### src/rtl/slm_spi_config_master.sv
`timescale 1ns/1ps
`default_nettype none
// ============================================================================
// Module      : slm_spi_config_master
// Description : Mode-0 SPI master for 16-bit SLM configuration frames.
// Revision    : 1.0 - initial release
// ============================================================================
module slm_spi_config_master #(
  parameter int CLKS_PER_HALF_BIT = 4,
  parameter int CS_SETUP_CLKS     = 2,
  parameter int CS_HOLD_CLKS      = 2
) (
  input  logic       i_clock,
  input  logic       i_reset,
  input  logic       i_enable_spi,
  input  logic       i_start_spi_transfer_cmd,
  input  logic [7:0] i_Tx_Upper_Byte,
  input  logic [7:0] i_Tx_Lower_Byte,
  output logic [7:0] o_Rx_Upper_Byte,
  output logic [7:0] o_Rx_Lower_Byte,
  output logic       o_transaction_complete,
  output logic       o_busy,
  output logic       o_spi_cs_n,
  output logic       o_spi_sclk,
  output logic       o_spi_mosi,
  input  logic       i_spi_miso
);

  // One shared counter times CS setup, SCLK half-periods and CS hold.
  localparam int c_MAX_A  = (CLKS_PER_HALF_BIT > CS_SETUP_CLKS) ? CLKS_PER_HALF_BIT : CS_SETUP_CLKS;
  localparam int c_MAX_B  = (c_MAX_A > CS_HOLD_CLKS) ? c_MAX_A : CS_HOLD_CLKS;
  localparam int c_CNT_W  = (c_MAX_B > 1) ? $clog2(c_MAX_B) : 1;

  localparam logic [c_CNT_W-1:0] c_HALF_LAST  = c_CNT_W'(CLKS_PER_HALF_BIT - 1);
  localparam logic [c_CNT_W-1:0] c_SETUP_LAST = c_CNT_W'(CS_SETUP_CLKS - 1);
  localparam logic [c_CNT_W-1:0] c_HOLD_LAST  = c_CNT_W'(CS_HOLD_CLKS - 1);
  localparam logic [c_CNT_W-1:0] c_CNT_ONE    = c_CNT_W'(1);
  localparam logic [3:0]         c_LAST_BIT   = 4'd15;

  localparam logic [2:0] c_ST_IDLE  = 3'd0;
  localparam logic [2:0] c_ST_SETUP = 3'd1;
  localparam logic [2:0] c_ST_SHIFT = 3'd2;
  localparam logic [2:0] c_ST_HOLD  = 3'd3;
  localparam logic [2:0] c_ST_DONE  = 3'd4;

  logic [2:0]         r_state;
  logic [2:0]         w_next_state;
  logic [c_CNT_W-1:0] r_cnt;
  logic [3:0]         r_bit_cnt;
  logic               r_sclk;
  logic [15:0]        r_tx_shift;
  logic [15:0]        r_rx_shift;
  logic [7:0]         r_rx_upper;
  logic [7:0]         r_rx_lower;

  logic w_setup_done;
  logic w_half_done;
  logic w_hold_done;
  logic w_last_bit;
  logic w_frame_active;

  assign w_setup_done   = (r_cnt == c_SETUP_LAST);
  assign w_half_done    = (r_cnt == c_HALF_LAST);
  assign w_hold_done    = (r_cnt == c_HOLD_LAST);
  assign w_last_bit     = (r_bit_cnt == c_LAST_BIT);
  assign w_frame_active = (r_state == c_ST_SETUP) || (r_state == c_ST_SHIFT) ||
                          (r_state == c_ST_HOLD);

  // State register
  always_ff @(posedge i_clock or posedge i_reset) begin
    if (i_reset) begin
      r_state <= c_ST_IDLE;
    end else begin
      r_state <= w_next_state;
    end
  end

  // Next-state logic; a low enable abandons any frame in flight
  always_comb begin
    w_next_state = r_state;
    unique case (r_state)
      c_ST_IDLE: begin
        if (i_start_spi_transfer_cmd && i_enable_spi) begin
          w_next_state = c_ST_SETUP;
        end
      end
      c_ST_SETUP: begin
        if (!i_enable_spi) begin
          w_next_state = c_ST_IDLE;
        end else if (w_setup_done) begin
          w_next_state = c_ST_SHIFT;
        end
      end
      c_ST_SHIFT: begin
        if (!i_enable_spi) begin
          w_next_state = c_ST_IDLE;
        end else if (r_sclk && w_half_done && w_last_bit) begin
          w_next_state = c_ST_HOLD;
        end
      end
      c_ST_HOLD: begin
        if (!i_enable_spi) begin
          w_next_state = c_ST_IDLE;
        end else if (w_hold_done) begin
          w_next_state = c_ST_DONE;
        end
      end
      c_ST_DONE: begin
        w_next_state = c_ST_IDLE;
      end
      default: begin
        w_next_state = c_ST_IDLE;
      end
    endcase
  end

  // Datapath: timing counter, SCLK phase and the two shift registers
  always_ff @(posedge i_clock or posedge i_reset) begin
    if (i_reset) begin
      r_cnt      <= '0;
      r_bit_cnt  <= '0;
      r_sclk     <= 1'b0;
      r_tx_shift <= '0;
      r_rx_shift <= '0;
      r_rx_upper <= '0;
      r_rx_lower <= '0;
    end else if (w_next_state == c_ST_IDLE) begin
      r_cnt     <= '0;
      r_bit_cnt <= '0;
      r_sclk    <= 1'b0;
    end else begin
      unique case (r_state)
        c_ST_IDLE: begin
          r_cnt      <= '0;
          r_tx_shift <= {i_Tx_Upper_Byte, i_Tx_Lower_Byte};
          r_rx_shift <= '0;
        end
        c_ST_SETUP: begin
          r_cnt <= w_setup_done ? '0 : (r_cnt + c_CNT_ONE);
        end
        c_ST_SHIFT: begin
          if (w_half_done) begin
            r_cnt <= '0;
            if (!r_sclk) begin
              r_sclk     <= 1'b1;
              r_rx_shift <= {r_rx_shift[14:0], i_spi_miso};
            end else begin
              r_sclk     <= 1'b0;
              r_tx_shift <= {r_tx_shift[14:0], 1'b0};
              r_bit_cnt  <= r_bit_cnt + 4'd1;
            end
          end else begin
            r_cnt <= r_cnt + c_CNT_ONE;
          end
        end
        c_ST_HOLD: begin
          r_cnt <= w_hold_done ? '0 : (r_cnt + c_CNT_ONE);
          if (w_next_state == c_ST_DONE) begin
            r_rx_upper <= r_rx_shift[15:8];
            r_rx_lower <= r_rx_shift[7:0];
          end
        end
        default: begin
          r_cnt <= '0;
        end
      endcase
    end
  end

  // Moore outputs; MOSI is forced low whenever no frame is on the wire
  always_comb begin
    o_busy                 = (r_state != c_ST_IDLE);
    o_spi_cs_n             = !w_frame_active;
    o_transaction_complete = (r_state == c_ST_DONE);
    o_spi_sclk             = r_sclk;
    o_spi_mosi             = w_frame_active & r_tx_shift[15];
  end

  assign o_Rx_Upper_Byte = r_rx_upper;
  assign o_Rx_Lower_Byte = r_rx_lower;

endmodule
`default_nettype wire
### config.mk
export PLATFORM = sky130hd
export DESIGN_NAME = slm_spi_config_master
export DESIGN_NICKNAME = d
export VERILOG_FILES = /design/src/rtl/slm_spi_config_master.sv
export SDC_FILE = /design/constraint.sdc
export NUM_CORES = 1
export LEC_CHECK = 0
export ABC_CLOCK_PERIOD_IN_PS = 2500
export CAP_MARGIN = 0
export CORE_MARGIN = 4
export CORE_UTILIZATION = 58
export DETAILED_ROUTE_END_ITERATION = 8
export DONT_BUFFER_PORTS = 1
export PLACE_DENSITY = 0.79
export SKIP_LAST_GASP = 1
export SLEW_MARGIN = 5
export SYNTH_ARGS = -nofsm -noshare
export SYNTH_HDL_FRONTEND = slang
export SYNTH_SLANG_ARGS = --single-unit
### constraint.sdc
create_clock -name i_clock -period 2.5 [get_ports i_clock]
set_clock_uncertainty 0.15 [all_clocks]
set_input_delay 0.5 -clock i_clock [delete_from_list [all_inputs] [get_ports i_clock]]
set_output_delay 0.5 -clock i_clock [all_outputs]
set_load 0.02 [all_outputs]
======== Word level (Yosys, flattened, before mapping) ========
Index checks and enable logic that the tools add are counted.
storage, ports and cells
  bits in registers ....................... 58
  logic and storage cells ................. 68
  output and inout bits ................... 21
  input port bits ......................... 21
cells by class
  muxes and demuxes ....................... 26
  reductions and logical operators ........ 19
  equality and inequality tests ........... 11
  $add $sub $neg .......................... 2
  bitwise gates (word level) .............. 2
operators with widths
  cell                                                                   number
  16-bit 2-to-1 mux                                                      4
  16-bit case mux with 2 select lines                                    2
  3-bit 2-to-1 mux                                                       7
  4-bit 2-to-1 mux                                                       4
  3-bit case mux with 4 select lines                                     1
  4-bit AND reduction                                                    2
  2-bit nonzero test                                                     4
  3-bit by 2-bit equality test with 1-bit output, second input constant  2
  3-bit equality test, second input constant                             2
  3-bit logical NOT                                                      2
  2-bit 2-to-1 mux                                                       3
  2-bit != test, second input constant                                   3
  3-bit AND reduction                                                    2
  4-bit by 1-bit adder with 4-bit output, second input constant          1
  4-bit equality test, second input constant                             1
  1-bit 2-to-1 mux                                                       4
  2-bit case mux with 2 select lines                                     1
  3-bit by 1-bit equality test with 1-bit output, second input constant  1
  1-bit logical AND                                                      3
  3-bit nonzero test                                                     1
  2-bit by 1-bit adder with 2-bit output, second input constant          1
  2-bit by 1-bit equality test with 1-bit output, second input constant  1
  2-bit equality test, second input constant                             1
  1-bit logical OR                                                       2
  other kinds (5)                                                        5

======== Longest topological paths before layout ========
  depth after elaboration ................. 9
  gate-level depth with buffers ........... 6
  gate-level depth less buffers ........... 5

======== Worst setup path before layout ========
OpenSTA, ideal clock, no wires.
  path type ............................... register -> register
  start point ............................. register r_cnt[0]
  end point ............................... register r_tx_shift[0]
  arrival time ............................ 1605 ps
  cell stages (with the launch flop) ...... 6
  buffers on the path ..................... 1
  clock period less this slack ............ 1880 ps
  library setup time ...................... 125 ps
  required time ........................... 2225 ps
  path slack .............................. 620 ps
  cells stage by stage .................... dfrtp_1 -> ha_1 -> nand3_2 -> a211oi_4 -> buf_12 -> mux2_4
between the ends
  word-level cells in the longest chain between the ends .. 9
  elaborated cells on any way between the ends .. 15
  classes of those cells .................. 3 x eq/ne; 7 x mux; 1 x bitwise; 4 x reduce/logical
ends and longest elaborated chain
  what                                line  text
  start, declared                     48    logic [c_CNT_W-1:0] r_cnt;
  start signal, assigned              139   r_cnt <= w_setup_done ? '0 : (r_cnt + c_CNT_ONE);
  start signal, assigned              153   r_cnt <= r_cnt + c_CNT_ONE;
  start signal, assigned              157   r_cnt <= w_hold_done ? '0 : (r_cnt + c_CNT_ONE);
  2-bit equality test                 63    assign w_half_done = (r_cnt == c_HALF_LAST);
  1-bit logical AND (2 in a row)      97    end else if (r_sclk && w_half_done && w_last_bit) begin
  3-bit 2-to-1 mux                    97
  3-bit 2-to-1 mux                    95    if (!i_enable_spi) begin
  3-bit case mux with 4 select lines  81    unique case (r_state)
  3-bit logical NOT                   127   end else if (w_next_state == c_ST_IDLE) begin
  1-bit inverter (no line)            -
  4-bit AND reduction (no line) *     -
  end signal, assigned                135   r_tx_shift <= {i_Tx_Upper_Byte, i_Tx_Lower_Byte};
  end signal, assigned                149   r_tx_shift <= {r_tx_shift[14:0], 1'b0};
  end, declared                       51    logic [15:0] r_tx_shift;
Mark *: on every way between the ends. The rest lies on a longest branch, timed or not.
A chain may end at the register's enable or synchronous reset.

======== Final worst setup path ========
  start point ............................. register r_state[0]
  end point ............................... output o_spi_mosi
between the ends
  word-level cells in the longest chain between the ends .. 4
  elaborated cells on any way between the ends .. 6
  classes of those cells .................. 3 x eq/ne; 1 x bitwise; 2 x reduce/logical
ends and longest elaborated chain
  what                                                                                                                     line  text
  start, declared                                                                                                          46    logic [2:0] r_state;
  start signal, assigned                                                                                                   72    r_state <= c_ST_IDLE;
  start signal, assigned                                                                                                   74    r_state <= w_next_state;
  3-bit by 1-bit equality test with 1-bit output / 3-bit by 2-bit equality test with 1-bit output (equally long branches)  66    assign w_frame_active = (r_state == c_ST_SETUP) || (r_state == c_ST_SHIFT) ||
  1-bit logical OR                                                                                                         66
  1-bit logical OR *                                                                                                       66
  1-bit AND *                                                                                                              176   o_spi_mosi = w_frame_active & r_tx_shift[15];
  end, declared                                                                                                            25    output logic o_spi_mosi,
Marks and branches as above.

==> impl_metrics.py <==
metrics = {
    "setup_path": {
        "crit_family": "simple AND/OR/NAND/NOR gates",
        "cp_data_arrival_time_ns": 1.70,
        "crit_fanout": 11,
        "critPathKind": "flop to output pin",
        "required_ns": 1.85,
        "crit_buf_inv": 0,
        "slowest_stage": "dfrtp_1",
        "cpPeakStageDelay_ns": 0.57,
        "reg2reg_from": "r_cnt[0]",
        "crit_chain": "nor2_1 > or2_2 > nor2_1",
        "end_kind": "output pin",
        "rrSetupSlack_ns": 0.49,
        "rr_endpoint": "r_tx_shift[6]",
        "reg2reg_depth": 5,
        "path_depth": 3,
        "cp_common_cell": "nor2_1",
        "critPathLaunchType": "flop",
    },
    "finish": {
        "layout_common_cells": "58 x dfrtp_1, 35 x mux2_2, 16 x a22o_1, 10 x clkbuf_8, 9 x mux2_4",
        "drive_gt1_share_pct": 34.63,
        "fillers": 339,
        "antenna_cells": 0,
        "layout_commonest_cell": "dfrtp_1",
        "area_growth_pct": 7.646,
        "nets": 226,
    },
    "clock_tree": {
        "clock-sinks": 58,
        "cts_made_buffers": 9,
        "clk_latency_ns": 0.32,
        "clockBufferDepth": 2,
        "post_cts_buffers": 0,
        "tritoncts": "done",
        "ctsResizeCount": 0,
        "htree_levels": 3,
        "clkTransAtPathRegs_ns": 0.06,
        "cts-root-buf": "clkbuf_8",
    },
    "sta": {
        "setup_viol": 0,
        "tightestPinTransition_ns": 0.6119,
        "period_needed_ns": 2.352,
        "rsz0062_at_grt": "no",
        "hold_violations": 0,
        "tns_ns": 0,
        "drv_slew": 0,
        "fmax_mhz": 425.2,
        "fin_crit_sh_pct": 94.07,
        "relSlewSlack_pct": 59.21,
    },
    "routing": {
        "drt_iter0_markers": 99,
        "drc_errors": 0,
        "vias": 1536,
        "postRouteWirelength_um": 4969,
        "routed_via_density": 5.977,
        "dr.pass1.iters": 4,
        "avgRoutedWirePerCell_um": 19.33,
        "ant_nets": 0,
    },
    "power_and_ir_drop": {
        "leakage_nw": 1.366,
        "power.total_mw": 2.052,
        "powerDensity_nw_per_um2": 705.9,
        "ir_drop_v": 0.0006251,
    },
    "floorplan": {
        "die_x_um": 76.23,
        "die_h_um": 76.23,
        "pin_count": 42,
        "core_sq_um": 4444,
        "die-area_sq_um": 5811,
        "start_util_pct": 60.75,
        "rows": 24,
    },
    "logic_synthesis": {
        "syn_area_sq_um": 2700,
        "syn_inst": 194,
        "synthArstFlopShare_pct": 100.0,
        "yosys.cell_types.count": 39,
        "synth_seq_area_share_pct": 53.75,
        "synth_area_leader_cell": "dfrtp_1",
        "yosysWarnings": 0,
        "synth.avg_cell_area_sq_um": 13.92,
        "ys_top_cells_by_area": "dfrtp_1 54%, mux2_2 15%, a22o_1 5.2%, mux2_4 5.0%, buf_6 2.1%",
        "synth_nets": 219,
        "synth_ff_type": "dfrtp_1",
        "ys_ff_latch": 58,
        "yosys.area.top_type_share_pct": 53.75,
        "synth-edff-count": 0,
    },
    "global_route": {
        "antenna_found_initial": 0,
        "grt_usage_pct": 18.74,
        "grt_pass1_vias": 1683,
        "grt_first_pass_wirelength_um": 8528,
        "grt_max_degree": 33,
        "grt_overflow": 0,
    },
    "placed_design": {
        "gp_routability_congestion": 0.8833,
        "port_buffers": 0,
        "post-dp-hpwl_um": 3460,
    },
    "min_path": {
        "worstHoldStart": "i_spi_miso",
        "min_to": "r_rx_shift[0]",
        "holdPathStages": 1,
        "hp-class": "primary input to flop",
    },
    "job": {
        "max-cap-violations": 0,
    },
    "status": {
        "status": "complete, no violations",
    },
}
## metal layers
metal  part of all wire (%)  global-route usage, %  wire [um]  vias up
met1                     43                  23.15       2112      776
met4                   0.80                  5.978         40        0
li1                       -                      -          -      709
met3                    6.3                  7.329        314        6
met2                     50                  30.32       2500       45
met5                      0                      0          0        -
## worst max-delay path by stage
| stage | startpoint | end | slack, ns |
|---|---|---|---|
| 2_1_floorplan | i_reset | o_Rx_Lower_Byte[0] | 0.42 |
| 3_3_place_gp | r_state[0] | o_spi_mosi | 0.53 |
| 3_5_place_dp | r_state[0] | o_spi_mosi | 0.48 |
| 4_1_cts | r_state[0] | o_spi_mosi | 0.13 |
| 5_1_grt | r_state[0] | o_spi_mosi | 0.05 |
| 6_report | r_state[0] | o_spi_mosi | 0.15 |
## logic make-up (layout without fill, tap and decap cells)
family / Yosys count / in the layout / synth area share (%)
flops: 58 / 58 / 53.75
mux: 47 / 47 / 20.76
simple gates: 36 / 36 / 9.593
compound gates: 30 / 30 / 8.897
buf+inv: 18 / 29 / 4.819
fa+ha+maj: 4 / 4 / 1.854
xor+xnor: 1 / 1 / 0.3244
## cell usage after synthesis (3+ instances only)
cell type   n
inv_1       9
a21oi_1     7
mux2_4      9
nand2_1     5
a22o_1     16
ha_1        4
nor2b_1     3
buf_6       5
o21ai_0     3
dfrtp_1    58
mux2_2     35
or3_1       3
nor2_1      6
## through the flow
stage / cells / util (%) / hold slack, ns / setup WS, ns / area [sq um]
after global placement: 241 / 61.01 / 0.3177 / 0.5287 / 2711
after global routing: 257 / 65.40 / 0.1399 / 0.04987 / 2907
after CTS: 257 / 65.40 / 0.1341 / 0.1267 / 2907
after floorplan: 194 / - / 0.3149 / 0.4220 / 2700
after detailed placement: 241 / 61.01 / 0.3313 / 0.4806 / 2711
final: 257 / 65.40 / 0.1521 / 0.1483 / 2907
## area by class of cell
type / instances / area, sq um / area share, %
inverter: 9 / 33.78 / 1.162
tap: 52 / 65.06 / 2.238
sequential: 58 / 1451 / 49.94
multi-input combinational: 118 / 1119 / 38.48
timing repair buffer: 5 / 52.55 / 1.808
clock inverter: 3 / 40.04 / 1.378
clock buffer: 12 / 145.1 / 4.994
## what timing repair did
| item | CTS | global route |
|---|---|---|
| setup endpoints to repair | 0 | 0 |
| hold buffers | 1 | 0 |
| hold endpoints to repair | 26 | 0 |
## flip-flops by register name, indices dropped and copies added (netlist names)
register / cells
r_cnt: 2
r_rx_shift: 16
r_state: 3
o_Rx_Upper_Byte: 8
o_spi_sclk: 1
r_tx_shift: 16
o_Rx_Lower_Byte: 8
r_bit_cnt: 4
## report_power, final
part	internal [mW]	switching (mW)	leakage [nW]
logic	0.107	0.0888	0.496
clock network	0.479	0.333	0.0962
registers	1.00	0.0396	0.773
(Power assumes the default switching activity.)
